`config.mk`:
```
export PLATFORM = sky130hd
export DESIGN_NAME = pipe_front_regs_flat
export DESIGN_NICKNAME = d
export VERILOG_FILES = /design/src/rtl/pipe_front_regs_if.sv /design/src/rtl/pipe_front_regs.sv /design/src/flat_wrapper.sv
export SDC_FILE = /design/constraint.sdc
export NUM_CORES = 1
export LEC_CHECK = 0
export ABC_AREA = 1
export BUFFER_PORTS_ARGS = -buffer_cell sky130_fd_sc_hd__buf_2
export CELL_PAD_IN_SITES_DETAIL_PLACEMENT = 0
export CELL_PAD_IN_SITES_GLOBAL_PLACEMENT = 1
export CORE_AREA = 2 2 184 186
export CTS_BUF_LIST = sky130_fd_sc_hd__clkbuf_2 sky130_fd_sc_hd__clkbuf_4 sky130_fd_sc_hd__clkbuf_8
export CTS_CLUSTER_DIAMETER = 150
export DETAILED_ROUTE_END_ITERATION = 7
export DIE_AREA = 0 0 186 188
export PLACE_DENSITY = 0.81
export SETUP_SLACK_MARGIN = 0.02
export SYNTH_ARGS = -nofsm -noshare
export SYNTH_HDL_FRONTEND = slang
export SYNTH_SLANG_ARGS = --single-unit
```
`constraint.sdc`:
```
create_clock -name clk -period 11.7 [get_ports clk]
set_clock_uncertainty 0.2 [all_clocks]
set_input_delay 2.34 -clock clk [delete_from_list [all_inputs] [get_ports clk]]
set_output_delay 2.34 -clock clk [all_outputs]
set_load 0.01 [all_outputs]
```
`src/rtl/pipe_front_regs_if.sv`:
```
// pipe_front_regs_if
//   Bundles every non-clock signal of the front-end pipeline register bank.
//   master : the surrounding core (hazard unit, fetch and decode logic).
//            Drives the hazard controls and the F/D stage data, and observes the
//            D/E stage registers and the debug counters.
//   slave  : the register bank itself.
//   Hazard controls : StallF, StallD, FlushE, PCSrcD, CountClr
//   Fetch inputs    : PCNextF, InstrF, PCPlus4F
//   Decode inputs   : CtrlD, RD1D, RD2D, RsD, RtD, RdD, SignImmD
//   D outputs       : PCF, InstrD, PCPlus4D, ValidD
//   E outputs       : CtrlE, RD1E, RD2E, RsE, RtE, RdE, SignImmE, ValidE
//   Debug outputs   : StallCnt, FlushCnt
interface pipe_front_regs_if #(
  parameter int CTRL_W  = 10,
  parameter int COUNT_W = 16
);
  logic               StallF, StallD, FlushE, PCSrcD, CountClr;
  logic [31:0]        PCNextF, InstrF, PCPlus4F;
  logic [31:0]        PCF, InstrD, PCPlus4D;
  logic               ValidD;
  logic [CTRL_W-1:0]  CtrlD, CtrlE;
  logic [31:0]        RD1D, RD2D, SignImmD;
  logic [31:0]        RD1E, RD2E, SignImmE;
  logic [4:0]         RsD, RtD, RdD, RsE, RtE, RdE;
  logic               ValidE;
  logic [COUNT_W-1:0] StallCnt, FlushCnt;

  modport master (
    output StallF, StallD, FlushE, PCSrcD, CountClr,
    output PCNextF, InstrF, PCPlus4F,
    output CtrlD, RD1D, RD2D, RsD, RtD, RdD, SignImmD,
    input  PCF, InstrD, PCPlus4D, ValidD,
    input  CtrlE, RD1E, RD2E, RsE, RtE, RdE, SignImmE, ValidE,
    input  StallCnt, FlushCnt
  );

  modport slave (
    input  StallF, StallD, FlushE, PCSrcD, CountClr,
    input  PCNextF, InstrF, PCPlus4F,
    input  CtrlD, RD1D, RD2D, RsD, RtD, RdD, SignImmD,
    output PCF, InstrD, PCPlus4D, ValidD,
    output CtrlE, RD1E, RD2E, RsE, RtE, RdE, SignImmE, ValidE,
    output StallCnt, FlushCnt
  );
endinterface

```
`src/rtl/pipe_front_regs.sv`:
```
// pipe_front_regs
//   PC, IF/ID and ID/EX pipeline registers of the 5-stage MIPS core, with
//   stage-valid bits and saturating stall/flush event counters for debug.
//   Every output is a flop, so there is no combinational input-to-output path.
// Ports
//   clk   : rising-edge clock
//   reset : asynchronous, active-high; PCF goes to PC_RESET, all else to 0
//   bus   : pipe_front_regs_if.slave (hazard controls, F/D/E stage data, counters)
// Parameters
//   PC_RESET : fetch PC after reset
//   CTRL_W   : width of the decoded control bundle (must match the interface)
//   COUNT_W  : width of each saturating counter (must match the interface)
module pipe_front_regs #(
  parameter logic [31:0] PC_RESET = 32'h0000_0000,
  parameter int          CTRL_W   = 10,
  parameter int          COUNT_W  = 16
) (
  input logic             clk,
  input logic             reset,
  pipe_front_regs_if.slave bus
);

  logic stallEvt;
  logic flushEvt;

  // Saturating increment: the counter sticks at all-ones and never wraps.
  function automatic logic [COUNT_W-1:0] satInc(input logic [COUNT_W-1:0] v);
    if (&v) begin
      return v;
    end else begin
      return v + COUNT_W'(1);
    end
  endfunction

  // Counter events. A squash from PCSrcD is not taken while D is stalled,
  // so it only counts when StallD is low; both terms together count once.
  always_comb begin
    stallEvt = bus.StallF | bus.StallD;
    flushEvt = bus.FlushE | (bus.PCSrcD & ~bus.StallD);
  end

  // PC register: holds while fetch is stalled.
  always_ff @(posedge clk or posedge reset) begin
    if (reset) begin
      bus.PCF <= PC_RESET;
    end else if (!bus.StallF) begin
      bus.PCF <= bus.PCNextF;
    end else begin
      bus.PCF <= bus.PCF;
    end
  end

  // IF/ID register: stall beats squash because branch operands are stale
  // while D is stalled. A squashed slot holds sll $0 (all zero).
  always_ff @(posedge clk or posedge reset) begin
    if (reset) begin
      bus.InstrD   <= 32'h0000_0000;
      bus.PCPlus4D <= 32'h0000_0000;
      bus.ValidD   <= 1'b0;
    end else if (bus.StallD) begin
      bus.InstrD   <= bus.InstrD;
      bus.PCPlus4D <= bus.PCPlus4D;
      bus.ValidD   <= bus.ValidD;
    end else if (bus.PCSrcD) begin
      bus.InstrD   <= 32'h0000_0000;
      bus.PCPlus4D <= 32'h0000_0000;
      bus.ValidD   <= 1'b0;
    end else begin
      bus.InstrD   <= bus.InstrF;
      bus.PCPlus4D <= bus.PCPlus4F;
      bus.ValidD   <= 1'b1;
    end
  end

  // ID/EX register: loads every cycle. A bubble is all-zero, and an all-zero
  // control bundle means no register write and no memory access.
  always_ff @(posedge clk or posedge reset) begin
    if (reset) begin
      bus.CtrlE    <= {CTRL_W{1'b0}};
      bus.RD1E     <= 32'h0000_0000;
      bus.RD2E     <= 32'h0000_0000;
      bus.RsE      <= 5'd0;
      bus.RtE      <= 5'd0;
      bus.RdE      <= 5'd0;
      bus.SignImmE <= 32'h0000_0000;
      bus.ValidE   <= 1'b0;
    end else if (bus.FlushE) begin
      bus.CtrlE    <= {CTRL_W{1'b0}};
      bus.RD1E     <= 32'h0000_0000;
      bus.RD2E     <= 32'h0000_0000;
      bus.RsE      <= 5'd0;
      bus.RtE      <= 5'd0;
      bus.RdE      <= 5'd0;
      bus.SignImmE <= 32'h0000_0000;
      bus.ValidE   <= 1'b0;
    end else begin
      bus.CtrlE    <= bus.CtrlD;
      bus.RD1E     <= bus.RD1D;
      bus.RD2E     <= bus.RD2D;
      bus.RsE      <= bus.RsD;
      bus.RtE      <= bus.RtD;
      bus.RdE      <= bus.RdD;
      bus.SignImmE <= bus.SignImmD;
      bus.ValidE   <= bus.ValidD;
    end
  end

  // Stall counter: clear beats increment.
  always_ff @(posedge clk or posedge reset) begin
    if (reset) begin
      bus.StallCnt <= {COUNT_W{1'b0}};
    end else if (bus.CountClr) begin
      bus.StallCnt <= {COUNT_W{1'b0}};
    end else if (stallEvt) begin
      bus.StallCnt <= satInc(bus.StallCnt);
    end else begin
      bus.StallCnt <= bus.StallCnt;
    end
  end

  // Flush counter: clear beats increment.
  always_ff @(posedge clk or posedge reset) begin
    if (reset) begin
      bus.FlushCnt <= {COUNT_W{1'b0}};
    end else if (bus.CountClr) begin
      bus.FlushCnt <= {COUNT_W{1'b0}};
    end else if (flushEvt) begin
      bus.FlushCnt <= satInc(bus.FlushCnt);
    end else begin
      bus.FlushCnt <= bus.FlushCnt;
    end
  end

endmodule

```
`src/flat_wrapper.sv`:
```
// flat-port wrapper written by rule: the top's interface ports become plain ports
module pipe_front_regs_flat 
#(
  parameter logic [31:0] PC_RESET = 32'h0000_0000,
  parameter int          CTRL_W   = 10,
  parameter int          COUNT_W  = 16
)
  (clk, reset, bus_StallF, bus_StallD, bus_FlushE, bus_PCSrcD, bus_CountClr, bus_PCNextF, bus_InstrF, bus_PCPlus4F, bus_CtrlD, bus_RD1D, bus_RD2D, bus_RsD, bus_RtD, bus_RdD, bus_SignImmD, bus_PCF, bus_InstrD, bus_PCPlus4D, bus_ValidD, bus_CtrlE, bus_RD1E, bus_RD2E, bus_RsE, bus_RtE, bus_RdE, bus_SignImmE, bus_ValidE, bus_StallCnt, bus_FlushCnt);
  pipe_front_regs_if #(.CTRL_W(CTRL_W), .COUNT_W(COUNT_W)) bus_i ();
  input logic clk;
  input logic reset;
  input wire logic [$bits(bus_i.StallF)-1:0] bus_StallF;
  input wire logic [$bits(bus_i.StallD)-1:0] bus_StallD;
  input wire logic [$bits(bus_i.FlushE)-1:0] bus_FlushE;
  input wire logic [$bits(bus_i.PCSrcD)-1:0] bus_PCSrcD;
  input wire logic [$bits(bus_i.CountClr)-1:0] bus_CountClr;
  input wire logic [$bits(bus_i.PCNextF)-1:0] bus_PCNextF;
  input wire logic [$bits(bus_i.InstrF)-1:0] bus_InstrF;
  input wire logic [$bits(bus_i.PCPlus4F)-1:0] bus_PCPlus4F;
  input wire logic [$bits(bus_i.CtrlD)-1:0] bus_CtrlD;
  input wire logic [$bits(bus_i.RD1D)-1:0] bus_RD1D;
  input wire logic [$bits(bus_i.RD2D)-1:0] bus_RD2D;
  input wire logic [$bits(bus_i.RsD)-1:0] bus_RsD;
  input wire logic [$bits(bus_i.RtD)-1:0] bus_RtD;
  input wire logic [$bits(bus_i.RdD)-1:0] bus_RdD;
  input wire logic [$bits(bus_i.SignImmD)-1:0] bus_SignImmD;
  output wire logic [$bits(bus_i.PCF)-1:0] bus_PCF;
  output wire logic [$bits(bus_i.InstrD)-1:0] bus_InstrD;
  output wire logic [$bits(bus_i.PCPlus4D)-1:0] bus_PCPlus4D;
  output wire logic [$bits(bus_i.ValidD)-1:0] bus_ValidD;
  output wire logic [$bits(bus_i.CtrlE)-1:0] bus_CtrlE;
  output wire logic [$bits(bus_i.RD1E)-1:0] bus_RD1E;
  output wire logic [$bits(bus_i.RD2E)-1:0] bus_RD2E;
  output wire logic [$bits(bus_i.RsE)-1:0] bus_RsE;
  output wire logic [$bits(bus_i.RtE)-1:0] bus_RtE;
  output wire logic [$bits(bus_i.RdE)-1:0] bus_RdE;
  output wire logic [$bits(bus_i.SignImmE)-1:0] bus_SignImmE;
  output wire logic [$bits(bus_i.ValidE)-1:0] bus_ValidE;
  output wire logic [$bits(bus_i.StallCnt)-1:0] bus_StallCnt;
  output wire logic [$bits(bus_i.FlushCnt)-1:0] bus_FlushCnt;
  assign bus_i.StallF = bus_StallF;
  assign bus_i.StallD = bus_StallD;
  assign bus_i.FlushE = bus_FlushE;
  assign bus_i.PCSrcD = bus_PCSrcD;
  assign bus_i.CountClr = bus_CountClr;
  assign bus_i.PCNextF = bus_PCNextF;
  assign bus_i.InstrF = bus_InstrF;
  assign bus_i.PCPlus4F = bus_PCPlus4F;
  assign bus_i.CtrlD = bus_CtrlD;
  assign bus_i.RD1D = bus_RD1D;
  assign bus_i.RD2D = bus_RD2D;
  assign bus_i.RsD = bus_RsD;
  assign bus_i.RtD = bus_RtD;
  assign bus_i.RdD = bus_RdD;
  assign bus_i.SignImmD = bus_SignImmD;
  assign bus_PCF = bus_i.PCF;
  assign bus_InstrD = bus_i.InstrD;
  assign bus_PCPlus4D = bus_i.PCPlus4D;
  assign bus_ValidD = bus_i.ValidD;
  assign bus_CtrlE = bus_i.CtrlE;
  assign bus_RD1E = bus_i.RD1E;
  assign bus_RD2E = bus_i.RD2E;
  assign bus_RsE = bus_i.RsE;
  assign bus_RtE = bus_i.RtE;
  assign bus_RdE = bus_i.RdE;
  assign bus_SignImmE = bus_i.SignImmE;
  assign bus_ValidE = bus_i.ValidE;
  assign bus_StallCnt = bus_i.StallCnt;
  assign bus_FlushCnt = bus_i.FlushCnt;
  pipe_front_regs #(.PC_RESET(PC_RESET), .CTRL_W(CTRL_W), .COUNT_W(COUNT_W)) u_core (.clk(clk), .reset(reset), .bus(bus_i));
endmodule
```
==> metrics <==
Cell Pwr Density=between 100 and 150 mW/mm²; post-CTS setup buffers=0; die area=0.0350 mm²; vias in the first global route=around 8600; Reg2Reg Launch Point=u_core.bus.StallCnt[1]; # H-tree levels=2; Antenna Violating Nets Remaining=0; Multi-input gate area=0.00279 mm²; post-synth cell types=28; CP Capture Type=asynchronous set/reset pin; First-pass DRT Iterations=4; Die W=approximately 190 µm; Critical Path RT=about 12 ns; aggregate global-route resource usage=roughly 17%; CTS Hold Bufs=0; hold slack=around 0.27 ns; routed len/inst=roughly 15 µm; Initial Util=between 20% and 30%; clk_lat worst skew=between 0.5 and 0.6 ns; via density per instance=roughly 4.2; yosys warns=0; Slew Limit Fails=0; R2R Setup Slk=between 9 and 10 ns; Worst Hold Class=register to register; Setup crit start kind=primary input; Routability Congestion=just over 0.8; Max Freq=around 220 MHz; Worst Max-Slew Pin Slew=just over 1 ns; VDD IR max=0.0000996 V; Root Buffer=clkbuf_8; commonest non-fill, non-tap cells in the layout=473 x buf_2, 251 x dfrtp_1, 246 x nand2_1; Cells after Synth=~1000; Setup Viol. Count Final=0; Synth Area per Inst=between 9 and 10 µm²; Clock Power Share=40.8%; Post-route DRC=0; layout cell share with drive strength beyond 1=between 30 and 40%; setup TNS=0 ns; status=finished clean; Post-CTS Resized=0; Worst-path clk slew=0.06 ns; Placeable Area=~0.033 mm²; relative slew slack=around a third; Mapped Area=approximately 0.0099 mm²; Psw=between 0.0005 and 0.0006 W; # rows=between 60 and 70; Reg power frac=between 40% and 50%; Pint=~0.0015 W; Setup crit start=reset; I/O pin cnt=roughly 480; area delta synth->final=37.3%; Hold Path Origin=u_core.bus.InstrD[1]; Leak=7.86 nW; number of I/O port buffers=roughly 470; initial antenna violation count=7; post-synthesis sequential area ratio=approximately 64%; clk sink count=between 200 and 300; first-pass GRT wire length=45600 µm; maximum root-to-sink buffer count=3; Chip Height=around 190 µm; minimum clock period=approximately 4.5 ns; Initial DRC Count=about 400; CTS tree=built; FF+latch count, synth=251; syn nets=about 1300; largest net degree at the start of global routing=about 110; max cap viols=0; Final Hold Vio Count=0; CP max FO=104; final WL=a little under 30000 µm; register area=around 0.0063 mm²; fillcell total=3330; post-DP HPWL=about 21000 µm; Worst Setup Path Type=primary input to asynchronous set/reset pin; Arr. time, crit path=~4.9 ns; grt ovf=0; TritonCTS Buffers=43; unrepaired setup endpoints after global routing=false; vias=between 8000 and 9000; # nets final=about 1800; Sw Ratio=between 20% and 30%; most common cell after layout, fill and taps aside=buf_2; combinational power share=~11%; period utilization=about 39%
-- critical path, cell delays in order --
cell	delay, ns
buf_2	0.14
inv_8	0.43
buf_4	0.89
buf_4	0.82
-- final timing paths --
path | cells after the start | end
min in group asynchronous | 2 | u_core.bus.RD2E[19]
setup / recovery | 4 | u_core.bus.InstrD[13]
hold reg to reg | 2 | u_core.bus.InstrD[1]
max in group clk | 1 | bus_StallCnt[7]
setup reg to reg | 10 | u_core.bus.StallCnt[3]
hold / removal | 2 | u_core.bus.InstrD[1]
-- power by group through the flow --
stage               Combinational, W  Clock [W]  Sequential (W)
floorplan                  0.0000804          0        0.000984
global placement            0.000225          0        0.000956
detailed placement          0.000228          0        0.000958
CTS                         0.000228   0.000834        0.000943
global route                0.000249   0.000873        0.000948
finish                      0.000222   0.000803        0.000943
-- Yosys cell counts --
| library cell | count | share of area, % |
|---|---|---|
| ha_1 | 2 | 0.25 |
| inv_1 | 151 | 5.8 |
| buf_1 | 4 | 0.15 |
| o21bai_1 | 6 | 0.46 |
| nand2_1 | 246 | 9.4 |
| buf_2 | 9 | 0.46 |
| nand3_2 | 2 | 0.20 |
| buf_6 | 2 | 0.23 |
| xnor2_1 | 3 | 0.27 |
| nand3_1 | 86 | 4.4 |
| a21oi_1 | 1 | 0.051 |
| nand2_4 | 2 | 0.23 |
| nor3_1 | 4 | 0.20 |
| dfrtp_1 | 251 | 64 |
| o21ai_0 | 8 | 0.41 |
| o21ai_1 | 11 | 0.56 |
| mux2_2 | 32 | 3.7 |
| xor2_1 | 5 | 0.44 |
| nor2_2 | 4 | 0.25 |
| nor2_4 | 4 | 0.46 |
| nand4_1 | 6 | 0.38 |
| nand2_2 | 6 | 0.38 |
| clkinv_2 | 1 | 0.051 |
| clkbuf_1 | 26 | 0.99 |
| and2_1 | 2 | 0.13 |
| nor2_1 | 165 | 6.3 |
| buf_8 | 1 | 0.15 |
| inv_2 | 3 | 0.11 |
-- layout make-up --
| type | instances | area share, % |
|---|---|---|
| Multi-Input combinational cell | 595 | 20.6 |
| Inverter | 155 | 4.36 |
| Tap cell | 448 | 4.14 |
| Timing Repair Buffer | 480 | 17.9 |
| Clock buffer | 67 | 6.21 |
| Sequential cell | 251 | 46.4 |
| Antenna cell | 4 | 0.0740 |
| Clock inverter | 6 | 0.268 |
-- metal layers --
layer,GRT usage [%],share of wire [%]
met3,6.45,9.1
met1,19.0,39
met5,0,0.079
met2,28.3,49
met4,5.81,2.8
-- registers in the layout, summed over array words and instances, names as in the netlist --
name / flops
u_core.bus.RsE: 5
u_core.bus.StallCnt: 16
u_core.bus.ValidE: 1
u_core.bus.RD1E: 32
u_core.bus.CtrlE: 10
u_core.bus.RtE: 5
u_core.bus.RdE: 5
u_core.bus.InstrD: 32
u_core.bus.PCF: 32
u_core.bus.ValidD: 1
u_core.bus.FlushCnt: 16
u_core.bus.PCPlus4D: 32
u_core.bus.SignImmE: 32
u_core.bus.RD2E: 32
-- metrics by stage --
stage	utilization, %	cells	setup slack [ns]	power (W)	cell area, µm²
2_1_floorplan	-	1043	2.26	0.00106	9850
3_3_place_gp	38.2	1929	6.51	0.00118	12600
3_5_place_dp	38.2	1929	6.44	0.00119	12600
4_1_cts	40.8	2002	7.08	0.00201	13500
5_1_grt	40.8	2003	6.74	0.00207	13500
6_report	40.9	2006	7.19	0.00197	13500
-- cells by family after synthesis --
group | share of synthesized area, %
and+or+nand+nor | 22.3
DFF | 63.7
buffers and inverters | 7.90
muxes | 3.66
AOI/OAI and AO/OA | 1.47
xor gates and xnor gates | 0.711
adders and majority gates | 0.254
No activity file was read; power rests on OpenSTA's default activity.
